### src/rtl/proc_seq_pkg.sv
// Shared encodings for the processor command sequencer: command opcodes,
// ALU operation codes, FSM state type and default widths.
package proc_seq_pkg;

  localparam int DEF_MEM_ADDR_W = 9;
  localparam int DEF_DATA_W     = 32;
  localparam int DEF_MUL_WAIT   = 3;

  localparam logic [2:0] OP_ADD   = 3'b000;
  localparam logic [2:0] OP_MUL   = 3'b001;
  localparam logic [2:0] OP_LOAD  = 3'b010;
  localparam logic [2:0] OP_MEMWR = 3'b011;

  localparam logic [1:0] ALU_ADD = 2'b00;
  localparam logic [1:0] ALU_MUL = 2'b01;

  typedef enum logic [2:0] {
    IDLE    = 3'd0,
    MEMWR   = 3'd1,
    LD_RD   = 3'd2,
    LD_WB   = 3'd3,
    EX_HOLD = 3'd4,
    EX_WB   = 3'd5,
    ERR     = 3'd6
  } state_t;

endpackage

### src/rtl/proc_sequencer.sv
// Turns single commands (ADD, MUL, LOAD, MEMWR) into cycle-by-cycle register,
// ALU and memory control strobes for a small processor datapath.
module proc_sequencer
  import proc_seq_pkg::*;
#(
  parameter int MEM_ADDR_W = DEF_MEM_ADDR_W,
  parameter int DATA_W     = DEF_DATA_W,
  parameter int MUL_WAIT   = DEF_MUL_WAIT
) (
  input  logic                  clk,
  input  logic                  reset,
  input  logic                  cmd_valid,
  output logic                  cmd_ready,
  input  logic [2:0]            cmd_op,
  input  logic [1:0]            cmd_rd,
  input  logic [1:0]            cmd_rs1,
  input  logic [1:0]            cmd_rs2,
  input  logic [MEM_ADDR_W-1:0] cmd_addr,
  input  logic [DATA_W-1:0]     cmd_data,
  output logic                  reg_write_enable,
  output logic                  mem_write_enable,
  output logic                  mem_read_enable,
  output logic [1:0]            reg_address1,
  output logic [1:0]            reg_address2,
  output logic [1:0]            alu_op,
  output logic [MEM_ADDR_W-1:0] mem_address,
  output logic [DATA_W-1:0]     mem_data_in,
  output logic                  done,
  output logic                  err,
  output state_t                debug_state
);

  // Hold cycles count down to zero, so MUL loads MUL_WAIT-1 and ADD loads 0.
  localparam logic [3:0] MUL_HOLD = 4'(MUL_WAIT - 1);

  state_t     state;
  logic [1:0] rd_q;
  logic [3:0] wait_cnt;

  // Handshake: a command transfers on a rising edge where cmd_valid and
  // cmd_ready are both high; cmd_ready is high only in IDLE, and all fields
  // are captured on that edge so the source may change them immediately.
  assign cmd_ready   = (state == IDLE);
  assign debug_state = state;

  always_ff @(posedge clk or negedge reset) begin
    if (!reset) begin
      state            <= IDLE;
      rd_q             <= '0;
      wait_cnt         <= '0;
      reg_write_enable <= 1'b0;
      mem_write_enable <= 1'b0;
      mem_read_enable  <= 1'b0;
      done             <= 1'b0;
      err              <= 1'b0;
      reg_address1     <= '0;
      reg_address2     <= '0;
      alu_op           <= '0;
      mem_address      <= '0;
      mem_data_in      <= '0;
    end else begin
      reg_write_enable <= 1'b0;
      mem_write_enable <= 1'b0;
      mem_read_enable  <= 1'b0;
      done             <= 1'b0;
      err              <= 1'b0;
      case (state)
        IDLE: begin
          if (cmd_valid) begin
            rd_q <= cmd_rd;
            case (cmd_op)
              OP_MEMWR: begin
                state            <= MEMWR;
                mem_write_enable <= 1'b1;
                mem_address      <= cmd_addr;
                mem_data_in      <= cmd_data;
                done             <= 1'b1;
              end
              OP_LOAD: begin
                state           <= LD_RD;
                mem_read_enable <= 1'b1;
                mem_address     <= cmd_addr;
              end
              OP_ADD, OP_MUL: begin
                state        <= EX_HOLD;
                reg_address1 <= cmd_rs1;
                reg_address2 <= cmd_rs2;
                alu_op       <= (cmd_op == OP_MUL) ? ALU_MUL : ALU_ADD;
                wait_cnt     <= (cmd_op == OP_MUL) ? MUL_HOLD : 4'd0;
              end
              default: begin
                state <= ERR;
                err   <= 1'b1;
              end
            endcase
          end
        end
        LD_RD: begin
          state            <= LD_WB;
          mem_read_enable  <= 1'b1;
          reg_write_enable <= 1'b1;
          reg_address1     <= rd_q;
          done             <= 1'b1;
        end
        EX_HOLD: begin
          // Operand addresses stay put while the multiplier settles.
          if (wait_cnt == 4'd0) begin
            state            <= EX_WB;
            reg_write_enable <= 1'b1;
            reg_address1     <= rd_q;
            done             <= 1'b1;
          end else begin
            wait_cnt <= wait_cnt - 4'd1;
          end
        end
        MEMWR, LD_WB, EX_WB, ERR: state <= IDLE;
        default: state <= IDLE;
      endcase
    end
  end

endmodule

### config.mk
export PLATFORM = sky130hd
export DESIGN_NAME = proc_sequencer
export DESIGN_NICKNAME = d
export VERILOG_FILES = /design/src/rtl/proc_seq_pkg.sv /design/src/rtl/proc_sequencer.sv
export SDC_FILE = /design/constraint.sdc
export NUM_CORES = 1
export LEC_CHECK = 0
export BUFFER_PORTS_ARGS = -buffer_cell sky130_fd_sc_hd__buf_2
export CAP_MARGIN = 20
export CORE_MARGIN = 2
export CORE_UTILIZATION = 50
export DETAILED_ROUTE_END_ITERATION = 10
export PLACE_DENSITY = 0.83
export RECOVER_POWER = 50
export SKIP_LAST_GASP = 1
export SLEW_MARGIN = 40
export SYNTH_ARGS = -nofsm -noshare
export SYNTH_HDL_FRONTEND = slang
export SYNTH_SLANG_ARGS = --single-unit
### constraint.sdc
create_clock -name clk -period 4.4 [get_ports clk]
set_clock_uncertainty 0.1 [all_clocks]
set_input_delay 0 -clock clk [delete_from_list [all_inputs] [get_ports clk]]
set_output_delay 0 -clock clk [all_outputs]
set_load 0.02 [all_outputs]
# Word-level counts from Yosys, hierarchy flattened

Cells that the tools add are included.

Add/sub/neg operators: 1
Multiplexer cells: 26
Reductions and logical operators: 15
Eq/ne operators: 9

Operator list:

| operator                                                                | count |
|---|---|
| 3-bit one-hot mux with 3 select lines                                   | 2 |
| 4-bit two-way mux                                                       | 3 |
| 1-bit two-way mux                                                       | 10 |
| 3-bit by 2-bit equality test with 1-bit output, second input constant   | 3 |
| 3-bit AND reduction                                                     | 3 |
| 2-bit two-way mux                                                       | 4 |
| 4-bit one-hot mux with 2 select lines                                   | 1 |
| 4-bit AND reduction                                                     | 2 |
| 3-bit zero test                                                         | 2 |
| 3-bit two-way mux                                                       | 2 |
| 2-bit inequality test, second input constant                            | 3 |
| 2-bit one-hot mux with 3 select lines                                   | 1 |
| 4-bit zero test                                                         | 1 |
| 1-bit one-hot mux with 2 select lines                                   | 2 |
| 2-bit AND reduction                                                     | 2 |
| 2-bit OR reduction                                                      | 2 |
| 4-bit OR reduction                                                      | 1 |
| 4-bit by 1-bit subtractor with 4-bit output, second input constant      | 1 |
| 3-bit by 1-bit equality test with 1-bit output, second input constant   | 1 |
| 3-bit equality test, second input constant                              | 1 |
| 1-bit one-hot mux with 3 select lines                                   | 1 |
| 3-bit nonzero test                                                      | 1 |
| 2-bit by 1-bit inequality test with 1-bit output, second input constant | 1 |
| 2-bit nonzero test                                                      | 1 |

Input port bits: 53
Output and inout bits: 56
Word-level logic and storage cells: 64
Register bits after elaboration: 61

# Longest topological paths before layout

Word-level depth: 5
Depth in mapped cells: 6
Mapped depth without buffers: 6

# Worst setup path before layout

OpenSTA, ideal clock, no wires.

Kind: register to register
From: register state[0] (netlist: debug_state[0])
To: register mem_data_in[10]
Slack: 2.447 ns
Path buffers: 2
Arrival time: 1.728 ns
Library setup time: 0.125 ns
Stages on the path, launching flop included: 6
Data required time: 4.175 ns
Clock period less this slack: 1.953 ns
Cells stage by stage: dfrtp_1 -> buf_6 -> nor4b_4 -> nand3_4 -> buf_6 -> mux2_4

Word-level cells in the longest chain between the ends: 2

Ends and longest elaborated chain:

| item                                 | line                 | text |
|---|---|---|
| start: declaration                   | proc_sequencer.sv:36 | `state_t state;` |
| start signal: assignment             | proc_sequencer.sv:48 | `state <= IDLE;` |
| start signal: assignment             | proc_sequencer.sv:73 | `state <= MEMWR;` |
| start signal: assignment             | proc_sequencer.sv:80 | `state <= LD_RD;` |
| 3-bit zero test                      | proc_sequencer.sv:67 | `case (state)` |
| 3-bit AND reduction (no source line) | --                   |  |
| end signal: assignment               | proc_sequencer.sv:76 | `mem_data_in <= cmd_data;` |
| end: declaration                     | proc_sequencer.sv:27 | `output logic [DATA_W-1:0] mem_data_in,` |

Every way passes these cells.
A chain may end at the register's enable or synchronous reset.

# Final worst setup path

From: register state[2] (netlist: debug_state[2])
To: register mem_data_in[29]

Same word-level chain as after synthesis.

==> impl.org <==
** Clock network
- Root buffer cell :: clkbuf_8
- H-tree levels :: 3
- Counting the buffers created by CTS gives 9.
- CTS max path bufs :: 2
- Clock-pin slew was measured on the worst setup and hold paths at 70 ps.
- The number of setup buffers added after CTS is 0.
- TritonCTS built the clock tree.
- The later pin in the worst-skew pair is clocked with a latency of 330 ps.
- Clock tree synthesis found a total of 60 sinks.

** Pwr
- The internal power of the cells totals 1.64 mW.
- Power density relative to cell area :: 691 nW/um2
- Total Power :: 2.65 mW
- Summed over all cells, the static leakage comes to 1.91 nW.
- Worst vdd ir :: 465 uV
- The share of total power dissipated in sequential elements is 37.5%.
- Net switching power of the design :: 1.01 mW
- Share of power burned in combinational logic :: 41.5%
- The clock network is responsible for 21.0% of the overall power.
- Net switching is 38.0% of the power.

** Yosys
- Mux share of post-synthesis cell area :: 26.4%
- The synthesized design devotes to its leading area cell type 58.9% of total area.
- Count of flip-flops with a built-in enable after synthesis :: 0
- Post-Synth Simple-Gate Area :: 7.06%
- In this run the mean area of a mapped cell was 15.2 um2.
- The synthesized netlist devotes 3.33% of its cell area to compound gates.
- Top area cells in the synthesized netlist :: dfrtp_1, mux2_4, mux2_2, buf_6, o21ai_0
- Number of warnings reported in the yosys synthesis log :: 0
- Most frequently used flop master after synthesis :: dfrtp_1
- Synthesis produced 168 cells.
- Summing the areas of all fa, ha and maj instances in the mapped netlist gives 0.490% of the synthesized area.
- Of the synthesized area, sequential elements account for 58.9%.
- Synthesis inferred 60 register bits.
- Xor/xnor share of the synthesized area :: 0.687%
- In this run, distinct cell masters in the synthesized netlist total 34.
- For this run, asynchronously set or reset flops after synthesis account for 100%.
- After synthesis the cells add up to 2550 um2.
- Main combinational cell family by area after synthesis :: multiplexers
- Synthesis produced a netlist with a net count of 222.
- Post-synthesis cell type with the largest combined area :: dfrtp_1

** Finish
- Core Util, Final :: 79.5%
- Share of post-route cells with drive strength above 1 :: 44.2%
- # nets final :: 386
- The number of antenna diodes in the final layout is 0.
- Leaving out fill and tap cells, the most frequent cell in the layout is buf_2.
- Area added between synthesis and finish :: 50.2%
- In the layout the commonest cells are buf_2, dfrtp_1, dlygate4sd3_1.

** Floorplanning
- In this run the standard cell core region covers 4820 um2.
- Width of the die :: 75.4 um
- The floorplan step defined a die boundary enclosing 5690 um2.
- Initial Util :: 53.0%
- Row generation in the floorplan step produced 25 rows.
- Count of boundary I/O pins :: 109
- Measured along the y axis, the die boundary spans 75.4 um.

** Critical path
- Data on the critical path arrives at its endpoint at 2620 ps.
- The worst setup path is launched from a flop.
- In this run the worst path has a maximum fanout of 35.
- Type of element capturing the critical path :: flop
- The critical path ends at mem_data_in[29].
- Reg-to-Reg Start :: debug_state[2]
- For the worst setup path, the data required time is 4510 ps.
- The worst register-to-register path has a depth of 3.
- The most critical setup path has its startpoint at debug_state[2].
- By startpoint and endpoint, the worst setup path is classified as reg -> reg.
- Across all register-to-register paths, the minimum setup slack is 1900 ps.
- End of the worst register-to-register path :: mem_data_in[29]

** Run status
- Status :: finished, final reports clean

** Global route
- Initial antenna violation count :: 0
- Entering global routing, the biggest net connects 61 pins.
- Gr ovfl total :: 0
- The number of global-route vias before repair came to 2046.
- Global routing used 24.4% of the available tracks.
- First-pass GRT wire length :: 10100 um

** Flow run
- Number of max-capacitance violations reported :: 0

** Placement
- Total of buffers placed on input and output ports :: 107
- Final RePlAce weighted congestion :: 0.789
- Timing analysis after detailed placement gives a worst setup slack of 1900 ps.
- Detailed placement finished with a half-perimeter wire length of 3640 um.

** STA
- Post-route setup slack :: 1900 ps
- At the pin with the least slew margin, the transition time is 657 ps.
- Number of failing setup endpoints in the final timing report :: 0
- Period Utilization, post-route :: 56.9%
- In this run the tightest slew margin relative to its limit is 56.2%.
- Counting I/O delays and the setup requirement, the final critical path takes 2500 ps.
- Final-report hold violation count :: 0
- Summed over all failing endpoints, the final setup total negative slack is 0 ps.
- Maximum clock frequency :: 400 MHz
- Setup repair after global routing left no endpoint under its margin.
- The max-slew violation total from the final report is 0.
- Hold Worst Slack :: 205 ps

** Route
- After detailed routing, the number of remaining DRC violations is 0.
- Post-detailed-route count of antenna-violating nets :: 0
- For this block, the initial DRC count from the detailed router was 93.
- Final wirelength :: 6710 um
- Via count :: 2013
- Average via count per standard cell :: 4.98
- The first TritonRoute pass finished after 4 iterations.
- WL/cell :: 16.6 um

** Min path
- Classification of the worst-slack hold path :: in -> async
routing by layer:
layer  routed length [um]  global-route usage, %  vias up  part of all wire (%)
li1                     -                      -      914                     -
met1                 2680                   29.6      975                    40
met2                 3340                   40.6      107                    50
met3                  549                   7.01       17                   8.2
met4                  137                   10.5        0                   2.0
met5                    0                      0        -                     0
how the worst min path moves through the flow:
stage               start               to  slack [ps]
floorplan           reset        alu_op[0]        -400
global placement    reset  mem_data_in[27]         100
detailed placement  reset  mem_data_in[27]          90
CTS                 reset  mem_data_in[23]         270
global route        reset  mem_data_in[27]         290
finish              reset  mem_data_in[27]         210
power by group through the flow:
stage	combinational [mW]	sequential, mW	clock [mW]
3_3_place_gp	1.05	0.972	0
2_1_floorplan	0.487	1.23	0
5_1_grt	1.18	1.02	0.584
4_1_cts	1.12	0.977	0.561
3_5_place_dp	1.08	0.982	0
6_report	1.10	0.993	0.556
cells in the mapped netlist (2+ instances only):
| master | instances |
|---|---|
| dfrtp_1 | 60 |
| nand2_1 | 6 |
| nor2b_1 | 3 |
| mux2_2 | 23 |
| o21ai_0 | 6 |
| a21oi_1 | 2 |
| nor2_1 | 4 |
| or3_1 | 2 |
| buf_6 | 4 |
| inv_1 | 4 |
| nor3_1 | 5 |
| mux2_4 | 27 |
area by class of cell:
type                       count  area [um2]
tap                           67        83.8
sequential                    60        1500
clock buffer                  10         138
fill                         308         986
timing repair buffer         160        1030
clock inverter                 6        87.6
inverter                       4        15.0
multi-input combinational     97         973
sequential cells by signal, indices dropped and copies added, names as in the netlist:
name and cells:
reg_address2 2, mem_read_enable 1, err 1, done 1
mem_address 9, debug_state 3, reg_address1 2, alu_op 1
mem_write_enable 1, reg_write_enable 1, wait_cnt 4, rd_q 2
mem_data_in 32
critical path, cell delays in order (launching register included):
cell,delay (ps)
dfrtp_1,570
nor4b_4,590
nand3_4,610
mux2_4,510
cell families after synthesis:
logic type,count (synthesis)
AOI/OAI and AO/OA,14
xor gates and xnor gates,2
adders and majority gates,1
buffers and inverters,11
DFF,60
muxes,51
other,1
and+or+nand+nor,28
repair_timing:
item                      CTS  global route
gates resized for setup     0             0
hold buffers               52             0
hold endpoints to repair  114             0
stage by stage:
stage / area, um2 / instances
floorplan: 2550 / 168
global placement: 3120 / 336
detailed placement: 3120 / 336
CTS: 3860 / 404
global route: 3830 / 404
finish: 3830 / 404
Note: power is estimated with default switching activity, not from simulation.
